<file path="src/rtl/mac_operand_sequencer.sv">
`timescale 1ns/1ps
// Operand FIFO -> credit-gated issue into `mac` -> tag-tracked capture -> result FIFO.
// Optional sticky overflow/underflow tracking: define MAC_SEQ_STICKY_FLAGS_EN.
module mac_operand_sequencer #(
    parameter int OP_DEPTH  = 4,
    parameter int RES_DEPTH = 4,
    parameter int MAC_LAT   = 1
) (
    input  logic                         clk,
    input  logic                         rst,
    input  logic                         in_valid,
    output logic                         in_ready,
    input  logic [31:0]                  in_a,
    input  logic [31:0]                  in_b,
    input  logic [31:0]                  in_c,
    output logic [31:0]                  mac_a,
    output logic [31:0]                  mac_b,
    output logic [31:0]                  mac_c,
    input  logic [31:0]                  mac_ieee,
    input  logic                         mac_ovf,
    input  logic                         mac_unf,
    output logic                         res_valid,
    input  logic                         res_ready,
    output logic [31:0]                  res_data,
    output logic                         res_ovf,
    output logic                         res_unf,
    output logic [$clog2(RES_DEPTH):0]   in_flight,
    input  logic                         sticky_clr,
    output logic                         sticky_ovf,
    output logic                         sticky_unf
);

    localparam int OP_AW  = $clog2(OP_DEPTH);
    localparam int OP_CW  = OP_AW + 1;
    localparam int RES_AW = $clog2(RES_DEPTH);
    localparam int RES_CW = RES_AW + 1;
    localparam int OP_W   = 96;
    localparam int RES_W  = 34;

    // Operand FIFO
    logic [OP_W-1:0]   op_mem_reg [OP_DEPTH];
    logic [OP_AW-1:0]  op_wr_ptr_reg, op_wr_ptr_next;
    logic [OP_AW-1:0]  op_rd_ptr_reg, op_rd_ptr_next;
    logic [OP_CW-1:0]  op_count_reg, op_count_next;
    logic [OP_W-1:0]   op_head;

    // Issue registers and latency tracking
    logic [31:0]       mac_a_reg, mac_a_next;
    logic [31:0]       mac_b_reg, mac_b_next;
    logic [31:0]       mac_c_reg, mac_c_next;
    logic [MAC_LAT:0]  tag_reg, tag_next;
    logic [RES_CW-1:0] in_flight_reg, in_flight_next;

    // Result FIFO: {data, ovf, unf} per entry
    logic [RES_DEPTH-1:0][RES_W-1:0] res_mem_reg, res_mem_next;
    logic [RES_AW-1:0] res_wr_ptr_reg, res_wr_ptr_next;
    logic [RES_AW-1:0] res_rd_ptr_reg, res_rd_ptr_next;
    logic [RES_CW-1:0] res_count_reg, res_count_next;
    logic [RES_W-1:0]  res_head;

    logic op_push;
    logic issue;
    logic capture;
    logic res_pop;
    logic credit_ok;

    assign in_ready  = op_count_reg < OP_CW'(OP_DEPTH);
    assign op_push   = in_valid && in_ready;
    // Every issued triplet reserves a result slot until it is popped, so a capture always fits.
    assign credit_ok = ({1'b0, in_flight_reg} + {1'b0, res_count_reg}) < (RES_CW + 1)'(RES_DEPTH);
    assign issue     = (op_count_reg != '0) && credit_ok;
    assign capture   = tag_reg[MAC_LAT];
    assign res_valid = res_count_reg != '0;
    assign res_pop   = res_valid && res_ready;
    assign op_head   = op_mem_reg[op_rd_ptr_reg];
    assign res_head  = res_mem_reg[res_rd_ptr_reg];

    // Operand storage has no reset: contents are only observed through the issue registers.
    always_ff @(posedge clk) begin
        if (op_push) begin
            op_mem_reg[op_wr_ptr_reg] <= {in_a, in_b, in_c};
        end
    end

    generate
        for (genvar gi = 0; gi < RES_DEPTH; gi++) begin : g_res_entry
            assign res_mem_next[gi] = (capture && (res_wr_ptr_reg == RES_AW'(gi)))
                                    ? {mac_ieee, mac_ovf, mac_unf}
                                    : res_mem_reg[gi];
        end
    endgenerate

    always_comb begin
        op_wr_ptr_next  = op_wr_ptr_reg;
        op_rd_ptr_next  = op_rd_ptr_reg;
        op_count_next   = op_count_reg;
        mac_a_next      = mac_a_reg;
        mac_b_next      = mac_b_reg;
        mac_c_next      = mac_c_reg;
        tag_next        = {tag_reg[MAC_LAT-1:0], issue};
        in_flight_next  = in_flight_reg;
        res_wr_ptr_next = res_wr_ptr_reg;
        res_rd_ptr_next = res_rd_ptr_reg;
        res_count_next  = res_count_reg;

        if (op_push) begin
            op_wr_ptr_next = op_wr_ptr_reg + OP_AW'(1);
        end
        if (issue) begin
            op_rd_ptr_next = op_rd_ptr_reg + OP_AW'(1);
            mac_a_next     = op_head[95:64];
            mac_b_next     = op_head[63:32];
            mac_c_next     = op_head[31:0];
        end
        case ({op_push, issue})
            2'b10:   op_count_next = op_count_reg + OP_CW'(1);
            2'b01:   op_count_next = op_count_reg - OP_CW'(1);
            default: op_count_next = op_count_reg;
        endcase

        case ({issue, capture})
            2'b10:   in_flight_next = in_flight_reg + RES_CW'(1);
            2'b01:   in_flight_next = in_flight_reg - RES_CW'(1);
            default: in_flight_next = in_flight_reg;
        endcase

        if (capture) begin
            res_wr_ptr_next = res_wr_ptr_reg + RES_AW'(1);
        end
        if (res_pop) begin
            res_rd_ptr_next = res_rd_ptr_reg + RES_AW'(1);
        end
        case ({capture, res_pop})
            2'b10:   res_count_next = res_count_reg + RES_CW'(1);
            2'b01:   res_count_next = res_count_reg - RES_CW'(1);
            default: res_count_next = res_count_reg;
        endcase
    end

    always_ff @(posedge clk) begin
        if (rst) begin
            op_wr_ptr_reg  <= '0;
            op_rd_ptr_reg  <= '0;
            op_count_reg   <= '0;
            mac_a_reg      <= '0;
            mac_b_reg      <= '0;
            mac_c_reg      <= '0;
            tag_reg        <= '0;
            in_flight_reg  <= '0;
            res_mem_reg    <= '0;
            res_wr_ptr_reg <= '0;
            res_rd_ptr_reg <= '0;
            res_count_reg  <= '0;
        end else begin
            op_wr_ptr_reg  <= op_wr_ptr_next;
            op_rd_ptr_reg  <= op_rd_ptr_next;
            op_count_reg   <= op_count_next;
            mac_a_reg      <= mac_a_next;
            mac_b_reg      <= mac_b_next;
            mac_c_reg      <= mac_c_next;
            tag_reg        <= tag_next;
            in_flight_reg  <= in_flight_next;
            res_mem_reg    <= res_mem_next;
            res_wr_ptr_reg <= res_wr_ptr_next;
            res_rd_ptr_reg <= res_rd_ptr_next;
            res_count_reg  <= res_count_next;
        end
    end

    assign mac_a     = mac_a_reg;
    assign mac_b     = mac_b_reg;
    assign mac_c     = mac_c_reg;
    assign res_data  = res_head[33:2];
    assign res_ovf   = res_head[1];
    assign res_unf   = res_head[0];
    assign in_flight = in_flight_reg;

`ifdef MAC_SEQ_STICKY_FLAGS_EN
    logic sticky_ovf_reg;
    logic sticky_unf_reg;

    // A flagged capture wins over a simultaneous clear.
    always_ff @(posedge clk) begin
        if (rst) begin
            sticky_ovf_reg <= 1'b0;
            sticky_unf_reg <= 1'b0;
        end else begin
            if (capture && mac_ovf) begin
                sticky_ovf_reg <= 1'b1;
            end else if (sticky_clr) begin
                sticky_ovf_reg <= 1'b0;
            end
            if (capture && mac_unf) begin
                sticky_unf_reg <= 1'b1;
            end else if (sticky_clr) begin
                sticky_unf_reg <= 1'b0;
            end
        end
    end

    assign sticky_ovf = sticky_ovf_reg;
    assign sticky_unf = sticky_unf_reg;
`else
    logic unused_sticky_clr;

    assign unused_sticky_clr = sticky_clr;
    assign sticky_ovf        = 1'b0;
    assign sticky_unf        = 1'b0;
`endif

    res_fifo_no_overflow: assert property (@(posedge clk) disable iff (rst)
        !(capture && (res_count_reg == RES_CW'(RES_DEPTH)) && !res_pop));

endmodule

</file>
<file path="config.mk">
export PLATFORM = sky130hd
export DESIGN_NAME = mac_operand_sequencer
export DESIGN_NICKNAME = d
export VERILOG_FILES = /design/src/rtl/mac_operand_sequencer.sv
export SDC_FILE = /design/constraint.sdc
export NUM_CORES = 1
export LEC_CHECK = 0
export ABC_AREA = 0
export BUFFER_PORTS_ARGS = -buffer_cell sky130_fd_sc_hd__buf_2
export CAP_MARGIN = 10
export CORE_AREA = 2 2 316 318
export DETAILED_ROUTE_END_ITERATION = 7
export DIE_AREA = 0 0 318 320
export GPL_TIMING_DRIVEN = 1
export SETUP_SLACK_MARGIN = 0.15
export SYNTH_ARGS = -nofsm -noshare
export SYNTH_HDL_FRONTEND = slang
export SYNTH_SLANG_ARGS = --single-unit
</file>
<file path="constraint.sdc">
create_clock -name clk -period 4.6 [get_ports clk]
set_clock_uncertainty 0.05 [all_clocks]
set_input_delay 0.69 -clock clk [delete_from_list [all_inputs] [get_ports clk]]
set_output_delay 0.69 -clock clk [all_outputs]
set_load 0.01 [all_outputs]
</file>
Yosys cells after proc, flatten, opt, wreduce, memory -nomap -nowiden
Memories as Yosys holds them, arrays and structs flattened. A register that Yosys moved wholly into a read port is not among the register bits.
Index checks and enable logic that the tools add are counted.
Widths: inputs -> output; s select.
{ "op_classes": {"add_sub_neg": 11, "magnitude_cmp": 3, "eq_ne": 9, "n_mux": 7, "reduce_logical": 13} }
{ "op_table": {"columns": ["operator", "n"], "rows": [
  ["$bmux 34 s2", 1],
  ["$mux 34", 1],
  ["$pmux 3 s2", 3],
  ["$eq 2x2->1 const B", 5],
  ["$add 3x1->3 const B", 3],
  ["$sub 3x1->3 const B", 3],
  ["$add 2x1->2 const B", 4],
  ["$eq 2x1->1 const B", 4],
  ["$logic_and 1x1->1", 7],
  ["$reduce_bool 2->1", 3],
  ["$reduce_bool 3->1", 2],
  ["$add 3x3->4", 1],
  ["$lt 4x3->1 const B", 1],
  ["$lt 2x3->1 const B", 1],
  ["$lt 3x3->1 const B", 1],
  ["$logic_not 2->1", 1],
  ["$mux 1", 2]
]} }
{ "word_totals": {"reg_bits": 155, "mem_bits_rw": 384, "in_bits": 135, "out_inout_bits": 137, "wordCells": 56, "memories": 1} }
{ "mem_list": {"columns": ["name", "depth", "width", "rd", "rd_clocked_by_memory_dff", "write_ports", "line_no", "text"], "rows": [
  ["op_mem_reg", 4, 96, 1, 1, 1, "41", "logic [OP_W-1:0] op_mem_reg [OP_DEPTH];"]
]} }

Longest topological paths before layout
{ "depth": {"word_depth": 5, "ltp_mapped": 10, "mapped_depth_nobuf": 10} }

Worst setup path after synthesis
OpenSTA, ideal clock, no wires.
{ "synth_path": {"kind": "input to register", "start": "in in_valid", "end": "mem op_mem_reg[1][0], enable pin", "setup_time_ns": 0.466, "arrival_ns": 3.290, "t_required_ns": 4.084, "slack_ns": 0.794, "stages": 3, "n_path_buf": 1, "cell_sequence": "nor2b_1 -> clkbuf_1 -> and2_1"} }
{ "synth_via": {"elab_chain_len": 3} }
{ "synth_rtl": {"columns": ["item", "line_no", "text"], "rows": [
  ["from (decl)", "11", "input logic in_valid,"],
  ["$logic_and 1x1->1", "68", "assign op_push = in_valid && in_ready;"],
  ["$mux 1", "80", "if (op_push) begin"],
  ["$mux 1 (not written as such)", "81", "op_mem_reg[op_wr_ptr_reg] <= {in_a, in_b, in_c};"],
  ["to (decl)", "41", null]
]} }
Every way passes these cells.

Final worst setup path
{ "layout_path": {"start": "reg res_rd_ptr_reg[1]", "end": "out res_data[30]"} }
{ "layout_via": {"elab_chain_len": 2} }
{ "layout_rtl": {"columns": ["item", "line_no", "text"], "rows": [
  ["from (decl)", "57", "logic [RES_AW-1:0] res_rd_ptr_reg, res_rd_ptr_next;"],
  ["from (signal assigned)", "165", "res_rd_ptr_reg <= res_rd_ptr_next;"],
  ["$bmux 34 s2", "76", "assign res_head = res_mem_reg[res_rd_ptr_reg];"],
  ["$mux 34 (not written as such)", "76", null],
  ["to (decl)", "24", "output logic [31:0] res_data,"]
]} }
Every way passes these cells. The select of a mux whose other input is x is not followed.

==> impl_metrics.yaml <==
global_route:
  grt_start_max_net_pins: 113
  number_of_antenna_violations_at_the_first_check_in_global_routing: 22
  grt_pass1_wl_mm: 98.68
  grt_util_all_layers_pct: 12.87
  grt.overflow.total: 0
  first_global_vias: 15460
synthesis:
  synth_async_sr_flop_share_pct: 0
  synth_area_um2: 24490
  synth_cell_type_count: 33
  synth_flop_cell: "edfxtp_1"
  synth_edf_count: 384
  postSynthRegisterBits: 635
  synthesis.area_per_instance_um2: 14.24
  syn-instance-count: 1720
  synth_warnings: 0
  synth-seq-area-share_pct: 67.60
floorplan:
  ios: 272
  die_h_um: 320
  die_width_um: 318
  fp.coreArea_um2: 97990
  std_cell_rows: 115
  start_util_pct: 24.99
  die_area_um2: 101800
hold_path:
  min_delay_worst_endpoint: "op_mem_reg[3][86]"
  worstHoldStart: "in_a[22]"
  timing.hold.worst_path_depth: 1
  hold_path_class: "input port to flop"
layout:
  design.final.nets: 2091
  final_layout_size_suffix_gt1_share_pct: 28.46
  share_of_the_core_filled_with_cells_pct: 30.06
  final_cell_count_no_fill: 3290
  area_delta_synth_final_pct: 20.29
  final-seq-area_um2: 16570
  multi_input_comb_area_um2: 7212
  finalInstanceArea_um2: 29460
  largest_register_ffs: 384
  n_fill_cell: 9770
setup_path:
  timing.critical_path.arrival_ns: 2.66
  worst_path_dominant_cell_family: "flip-flops"
  timing.rr.start: "res_count_reg[1]"
  slowest_delay_ns: 0.92
  critPathLaunchType: "flop"
  ff2ff_setup_slack_ns: 1.52
  slowest_stage_cell_cp: "dfxtp_2"
  setup.worst_path.class: "flop to output pin"
  critPathCaptureType: "output pin"
  timing.critical_path.cells: "buf_4, mux4_2, buf_2"
  cp_max_fo: 25
  number_of_cell_instances_on_the_worst_register_to_register_path: 11
  data_required_time_of_the_critical_path_ns: 3.86
  rr_endpoint: "op_count_reg[2]"
  crit_buf_inv: 2
timing:
  maxSlewViolCount: 0
  worst-slew-pin-transition_ns: 1.079
  report.final.hold_viol_count: 0
  finalCritPeriodShare_pct: 73.88
  hold_ws_ns: 0.2108
  timing.max_slew.rel_slack_pct: 28.07
  postLayoutSetupSlackWorst_ns: 1.201
  post-route-min-period_ns: 3.399
  clock.fmax_mhz: 294.2
  grt_setup_unrepaired: "false"
  setup_viol: 0
  setup_total_negative_slack_ns: 0
drt:
  post-route-drc-count: 0
  detail_route.vias_per_cell: 4.640
  route.final.wire_length_mm: 66.63
  drt_pre_antenna_iters: 7
  routed-via-count: 15270
  route.detailed.wl_per_inst_um: 20.25
  route.antenna.remaining_nets: 0
  drt-initial-drc-count: 1038
placed_design:
  placed_cells: 3152
  post-place-ws_ns: 1.534
  placer_congestion: 0.7160
  placement.cell_area_um2: 27100
  port_buffers: 268
  dp_hpwl_mm: 38.63
clocking:
  cts_htree_levels: 3
  cts.root.buffer_cell: "clkbuf_16"
  clock_path_buffers: 3
  cts_inserted_buffers: 73
  cts.repair_timing.setup_buffer_count: 0
  holdBufCountCts: 0
  worst_setup_hold_path_clk_slew_ns: 0.06
  clock_sinks: 635
  postCtsResizedCells: 0
  clk_latency_ns: 0.63
  cts_tree: "built"
power_and_ir_drop:
  p_leak_nw: 9.970
  power_per_cell_area_nw_per_um2: 600.4
  peakVddDrop_mv: 0.3982
  report.power.total_mw: 17.69
outcome:
  outcome: "complete, no violations"
flow_run:
  maxCapViolations: 0
## layout by cell type, fill, tap and decap left out, drive strengths merged
cell      n
nor2     18
clkbuf  105
clkinv   17
nand4    97
mux2      2
nor3      2
fa        3
mux4    130
dfxtp   251
mux2i     2
ha       13
xnor2     3
xor2      7
a21oi   238
and3      1
buf     297
bufinv    3
conb      2
or3       6
nor2b     4
inv      24
o311ai    1
nand2   276
o31ai    96
o21ai     3
edfxtp  384
and2      8
o31a      1
nand3     2
diode     7
## layout make-up
cell class,count,share of cell area [%]
sequential,635,56.24
antenna,7,0.05946
clock buffer,104,6.974
multi-input combinational,915,24.48
clock inverter,27,0.9641
tap,1287,5.466
timing repair buffer,298,5.602
inverter,17,0.2166
## cell families (layout without fill, tap and decap cells)
family	Yosys count	after routing	share of synthesized area [%]
flops	635	635	67.60
simple gates	414	414	7.612
compound gates	339	339	8.144
buf+inv	171	446	3.229
mux	134	134	12.13
fa+ha+maj	16	16	0.9094
xor+xnor	10	10	0.3577
other cells	1	9	0.01531
## layer usage
layer	wire length, µm	vias to the layer above	track usage [%]
met5	151	-	0
met4	1471	24	3.989
met3	5552	128	4.306
met2	31370	449	20.70
met1	28090	7676	16.34
li1	-	6988	-
## synthesized netlist by cell type (8+ instances only)
master    number  area [µm²]
clkbuf_1      79       296.5
nand2_1      276        1036
o31ai_2       10       125.1
and2_1         8       50.05
nand4_1       97       606.8
a21oi_1      238        1191
o31ai_1       86       645.6
buf_1          9       33.78
inv_1         17       63.81
buf_2         50       250.2
edfxtp_1     384       11530
dfxtp_1      251        5025
ha_1          13       162.7
mux4_2       130        2928
nor2_1        18       67.56
buf_4          9       67.56
## worst max path at each step
stage                            from  slack, ns          endpoint  depth (start not counted)
global route        res_rd_ptr_reg[1]       1.07      res_data[30]                          3
finish              res_rd_ptr_reg[1]       1.20      res_data[30]                          3
detailed placement   res_count_reg[1]       1.53   op_count_reg[2]                         11
CTS                 res_rd_ptr_reg[1]       1.15      res_data[30]                          3
global placement     res_count_reg[1]       1.52   op_count_reg[2]                         11
floorplan                    in_valid       0.79  op_mem_reg[1][0]                          3
## power by group
part | switching (mW) | internal [mW] | leakage [nW]
registers | 0.516 | 6.87 | 5.56
clock network | 2.35 | 3.31 | 1.15
logic | 2.79 | 1.86 | 3.26
total | 5.65 | 12.0 | 9.97
Power figures use the tool's default switching activity.
